==> config.mk <==
export PLATFORM = sky130hd
export DESIGN_NAME = mem_sweep_ctrl
export DESIGN_NICKNAME = d
export VERILOG_FILES = /design/src/rtl/mem_sweep_ctrl.sv
export SDC_FILE = /design/constraint.sdc
export NUM_CORES = 1
export LEC_CHECK = 0
export CAP_MARGIN = 30
export CORE_MARGIN = 3
export CORE_UTILIZATION = 55
export DETAILED_ROUTE_END_ITERATION = 8
export DONT_BUFFER_PORTS = 1
export PLACE_DENSITY = 0.79
export SKIP_LAST_GASP = 1
export SLEW_MARGIN = 25
export SYNTH_ARGS = -nofsm -noshare
export SYNTH_HDL_FRONTEND = slang
export SYNTH_SLANG_ARGS = --single-unit
==> constraint.sdc <==
create_clock -name clk -period 7.7 [get_ports clk]
set_input_delay 1.925 -clock clk [delete_from_list [all_inputs] [get_ports clk]]
set_output_delay 1.925 -clock clk [all_outputs]
set_load 0.01 [all_outputs]
==> src/rtl/mem_sweep_ctrl.sv <==
// Fill/check sequencer for a simple-dual-port block RAM with a 1-cycle registered read.
// FILL writes a seed-derived pattern to every word; CHECK reads it back and tallies mismatches.
module mem_sweep_ctrl #(
    parameter int WID_MEM   = 9,
    parameter int DEPTH_MEM = 8192,
    parameter int ADDR_W    = 13
) (
    input  logic               clk,
    input  logic               reset,
    input  logic               start,
    input  logic               mode,
    input  logic               pat_sel,
    input  logic [WID_MEM-1:0] seed,
    input  logic               abort,
    output logic               busy,
    output logic               done,
    output logic               aborted,
    output logic [ADDR_W:0]    err_count,
    output logic               err_seen,
    output logic [ADDR_W-1:0]  first_err_addr,
    output logic [ADDR_W-1:0]  mem_raddr,
    output logic [ADDR_W-1:0]  mem_waddr,
    output logic [WID_MEM-1:0] mem_din,
    output logic               mem_we,
    input  logic [WID_MEM-1:0] mem_dout
);

    typedef enum logic [2:0] {
        S_IDLE,
        S_FILL,
        S_READ,
        S_DRAIN,
        S_DONE
    } state_t;

    localparam logic [ADDR_W:0] LAST_ADDR = (ADDR_W+1)'(DEPTH_MEM - 1);

    state_t              state_reg, state_next;
    logic [ADDR_W:0]     addr_reg;
    logic                pat_sel_reg;
    logic [WID_MEM-1:0]  seed_reg;
    logic [ADDR_W-1:0]   cmp_addr_reg;
    logic                cmp_vld_reg;
    logic [ADDR_W:0]     err_count_reg;
    logic                err_seen_reg;
    logic [ADDR_W-1:0]   first_err_reg;
    logic [ADDR_W-1:0]   raddr_hold_reg;
    logic [ADDR_W-1:0]   waddr_hold_reg;
    logic                aborted_reg;

    logic                sweeping;
    logic                abort_now;
    logic                start_accept;
    logic                at_last;
    logic                mismatch;

    // The size cast zero-extends or truncates the address to the data width.
    function automatic logic [WID_MEM-1:0] pattern(input logic ps, input logic [WID_MEM-1:0] sd,
                                                   input logic [ADDR_W:0] a);
        return ps ? WID_MEM'(a) + sd : sd;
    endfunction

    assign sweeping     = (state_reg == S_FILL) || (state_reg == S_READ) || (state_reg == S_DRAIN);
    assign abort_now    = abort && sweeping;
    assign start_accept = (state_reg == S_IDLE) && start;
    assign at_last      = (addr_reg == LAST_ADDR);
    // An abort in the same cycle discards the pending compare.
    assign mismatch     = cmp_vld_reg && !abort_now &&
                          (mem_dout != pattern(pat_sel_reg, seed_reg, {1'b0, cmp_addr_reg}));

    always_comb begin
        state_next = state_reg;
        case (state_reg)
            S_IDLE:  if (start) state_next = mode ? S_READ : S_FILL;
            S_FILL:  if (abort) state_next = S_IDLE;
                     else if (at_last) state_next = S_DONE;
            S_READ:  if (abort) state_next = S_IDLE;
                     else if (at_last) state_next = S_DRAIN;
            S_DRAIN: state_next = abort ? S_IDLE : S_DONE;
            S_DONE:  state_next = S_IDLE;
            default: state_next = S_IDLE;
        endcase
    end

    always_comb begin
        busy           = sweeping;
        done           = (state_reg == S_DONE);
        aborted        = aborted_reg;
        err_count      = err_count_reg;
        err_seen       = err_seen_reg;
        first_err_addr = first_err_reg;
        mem_we         = (state_reg == S_FILL);
        mem_din        = '0;
        mem_waddr      = waddr_hold_reg;
        mem_raddr      = raddr_hold_reg;
        if (state_reg == S_FILL) begin
            mem_din   = pattern(pat_sel_reg, seed_reg, addr_reg);
            mem_waddr = addr_reg[ADDR_W-1:0];
        end
        if (state_reg == S_READ) begin
            mem_raddr = addr_reg[ADDR_W-1:0];
        end
    end

    always_ff @(posedge clk or posedge reset) begin
        if (reset) begin
            state_reg      <= S_IDLE;
            addr_reg       <= '0;
            pat_sel_reg    <= 1'b0;
            seed_reg       <= '0;
            cmp_addr_reg   <= '0;
            cmp_vld_reg    <= 1'b0;
            err_count_reg  <= '0;
            err_seen_reg   <= 1'b0;
            first_err_reg  <= '0;
            raddr_hold_reg <= '0;
            waddr_hold_reg <= '0;
            aborted_reg    <= 1'b0;
        end else begin
            state_reg   <= state_next;
            aborted_reg <= abort_now;
            cmp_vld_reg <= (state_reg == S_READ) && !abort;

            if (start_accept) begin
                pat_sel_reg <= pat_sel;
                seed_reg    <= seed;
                addr_reg    <= '0;
            end else if (((state_reg == S_FILL) || (state_reg == S_READ)) && !at_last) begin
                addr_reg <= addr_reg + 1'b1;
            end

            if (state_reg == S_FILL) waddr_hold_reg <= addr_reg[ADDR_W-1:0];
            if (state_reg == S_READ) begin
                raddr_hold_reg <= addr_reg[ADDR_W-1:0];
                cmp_addr_reg   <= addr_reg[ADDR_W-1:0];
            end

            if (start_accept) begin
                err_count_reg <= '0;
                err_seen_reg  <= 1'b0;
                first_err_reg <= '0;
            end else if (mismatch) begin
                if (err_count_reg != '1) err_count_reg <= err_count_reg + 1'b1;
                if (!err_seen_reg) begin
                    err_seen_reg  <= 1'b1;
                    first_err_reg <= cmp_addr_reg;
                end
            end
        end
    end

endmodule

==> results.txt <==
Fin Setup TNS: 0 ns
Diode count: 0
Tmin final: 4.691 ns
Most frequent cell after synthesis: nand2_1
Post-route ant nets: 0
Number of flops mapped to enable cells by yosys: 0
Slew margin rel.: 56.39%
DR vias/cell: 5.728
First-pass GRT wire length: 20550 um
Std-Cell Rows: 35
Top cell type's share of synthesized area: 45.77%
Die Ht: 103.7 um
Crit path max-delay family: compound AO/OA/AOI/OAI gates
WP buf/inv: 1
I/O pins: 91
Top_reg_cell synth: dfrtp_1
YS warnings: 0
Drt pass-1 iters: 4
Drt drc: 0
Synth Area per Inst: 8.792 sq um
Post-synthesis cell area: 5249 sq um
Setup crit end kind: output port
Final setup violation count: 0
Slowest cell on the critical path: dfrtp_1
#FFs+latches synth: 96
GP Congestion: 0.8452
Synth Instances: 597
Initial antenna violation count: 0
Vias in the first global route: 4118
Worst hold path class: reg2reg
Max cap viols: 0
Worst IR Drop VDD: 0.1294 mV
Min setup slack post-route: 3.009 ns
Critical-path cell list: ha_1, inv_1, fa_1, nor2b_1, o21ai_0, a21oi_1, o21ai_0, a21oi_1, xor2_1, a21oi_1, a31o_2
Fraction of layout cells with a size suffix above 1: 5.912%
Highest net fanout along the worst path: 5
Fin util: 60.39%
Worst-path clk slew: 0.09 ns
CTS sink cnt: 96
Post-cts repair resize count: 0
Root Buffer: clkbuf_8
Worst-Skew Late Latency: 0.36 ns
Area leader, netlist: dfrtp_1
Die ar.: 10750 sq um
Outcome: finished clean
Setup bufs post-CTS: 0
Tcrit/Tclk final: 60.92%
RSZ-0062 raised after global routing: false
CP most frequent cell: a21oi_1
Final-report max-slew violation count: 0
Die Width: 103.7 um
Core Region: 9240 sq um
Setup CP Type: reg2out
H-tree Lvls: 3
Grt total ovfl: 0
Total wire length: 12310 um
Worst-Margin Slew: 0.6541 ns
P&R area growth vs syn: 6.317%
Slowest stage delay, CP: 0.46 ns
Pre-CTS setup slack: 3.396 ns
Fill count: 802
Hold_ws: 0.4831 ns
Leak: 2.703 nW
Dominant cells by area after synthesis: dfrtp_1 46%, nand2_1 13%, ha_1 4.3%, mux2i_1 3.8%, a21oi_1 3.5%
Clock Skew: 0.01276 ns
Max Clk Rate: 213.2 MHz
Initial core utilization: 56.80%
Async set or reset register ratio after synthesis: 100.0%
List of most frequent post-synthesis cells: 177 x nand2_1, 96 x dfrtp_1, 37 x a21oi_1, 28 x nor2_1
PortBufs: 0
Library cells used by synthesis: 54
PwrDens: 326.5 nW/um^2
Largest net degree at the start of global routing: 53
Routed len/inst: 17.07 um
Critical Path AT: 2.77 ns
Total GRT Usage: 23.52%
Num CTS Buffers: 9
WP data required: 5.78 ns
Cts hold-fix bufs: 0
Fin. Hold Viols: 0
CTS tree: yes
Final nets: 631
Share of the yosys chip area belonging to registers: 45.77%
Hpwl dp: 9009 um
Clock Tree Buf Depth: 2
Mapped Nets: 641
Critical Path Start Type: flip-flop
Starting DRT DRC Count: 305
DR vias: 4130
## cell usage in the layout (no fill, tap or decap), types with 3 or more instances in the layout
master	synthesis	layout
a21oi_1	37	37
bufinv_16	0	3
nor3_1	10	10
nand3_1	16	16
dfrtp_1	96	96
and2_1	7	7
xnor2_1	14	14
inv_1	20	19
xor2_1	15	15
buf_4	1	4
nand4_1	9	9
ha_1	18	18
mux2i_1	20	20
nand2b_1	12	12
or3_1	10	10
and3_1	7	7
nand3b_1	8	8
a31o_2	5	5
nand2_1	177	177
clkbuf_8	0	9
o21ai_0	19	19
nor2_1	28	28
nor2b_1	3	3
a21o_1	3	3
a31oi_1	3	3
## area by class of cell
cell class / instances / area, sq um / area share [%]
clock buffers: 10 / 127.6 / 2.287
well taps: 129 / 161.4 / 2.892
multi-input cells: 455 / 2659 / 47.65
clock inverters: 6 / 107.6 / 1.928
repair buffers: 5 / 45.04 / 0.8072
inverters: 20 / 77.57 / 1.390
flip-flops and latches: 96 / 2402 / 43.05
## report_power, final
part           leakage, nW  total (W)  internal [W]  switching, W
sequential            1.31   0.000708      0.000589      0.000119
combinational         1.28   0.000729      0.000260      0.000468
clock                0.116   0.000386      0.000215      0.000171
total                 2.70    0.00182       0.00106      0.000758
## cells by family (layout without fill, tap and decap cells)
group	after synthesis	in the layout	synth area share (%)
compound gates	85	85	10.56
xor+xnor	29	29	4.839
fa+ha+maj	20	20	5.054
buf+inv	46	41	3.575
flops	96	96	45.77
mux	21	21	4.029
simple gates	300	300	26.17
## worst reg2reg max path, cell delays in order, from the launching register on
cell	delay [ns]
dfrtp_1	0.46
ha_1	0.29
fa_1	0.43
a21o_1	0.24
a221oi_2	0.32
o21ai_0	0.18
mux2i_1	0.16
xnor2_1	0.35
o31a_1	0.58
a31oi_1	0.17
a41o_1	0.23
## stage by stage
stage / power (W) / instance area, sq um / instances
CTS: 0.001825 / 5565 / 720
global route: 0.001950 / 5580 / 721
detailed placement: 0.001437 / 5330 / 704
floorplan: 0.001267 / 5249 / 597
global placement: 0.001401 / 5330 / 704
finish: 0.001822 / 5580 / 721
## path summary, 6_finish.rpt
kind / cells past startpoint / end / slack [ns] / from
hold reg to reg: 2 / cmp_addr_reg[9] / 0.48 / cmp_addr_reg[9]
max in group asynchronous: 2 / waddr_hold_reg[0] / 5.16 / reset
setup reg to reg: 10 / err_count[2] / 4.20 / seed_reg[0]
hold / removal: 2 / cmp_addr_reg[9] / 0.48 / cmp_addr_reg[9]
min in group asynchronous: 1 / cmp_addr_reg[10] / 1.47 / reset
setup / recovery: 11 / mem_din[8] / 3.01 / seed_reg[0]
## routing by layer
metal / global-route usage (%) / up-vias / routed length, um
li1: - / 1991 / -
met5: 0 / - / 0
met4: 7.123 / 0 / 234
met2: 39.44 / 119 / 6028
met3: 6.667 / 18 / 895
met1: 29.76 / 2002 / 5153
(Power assumes the default switching activity.)
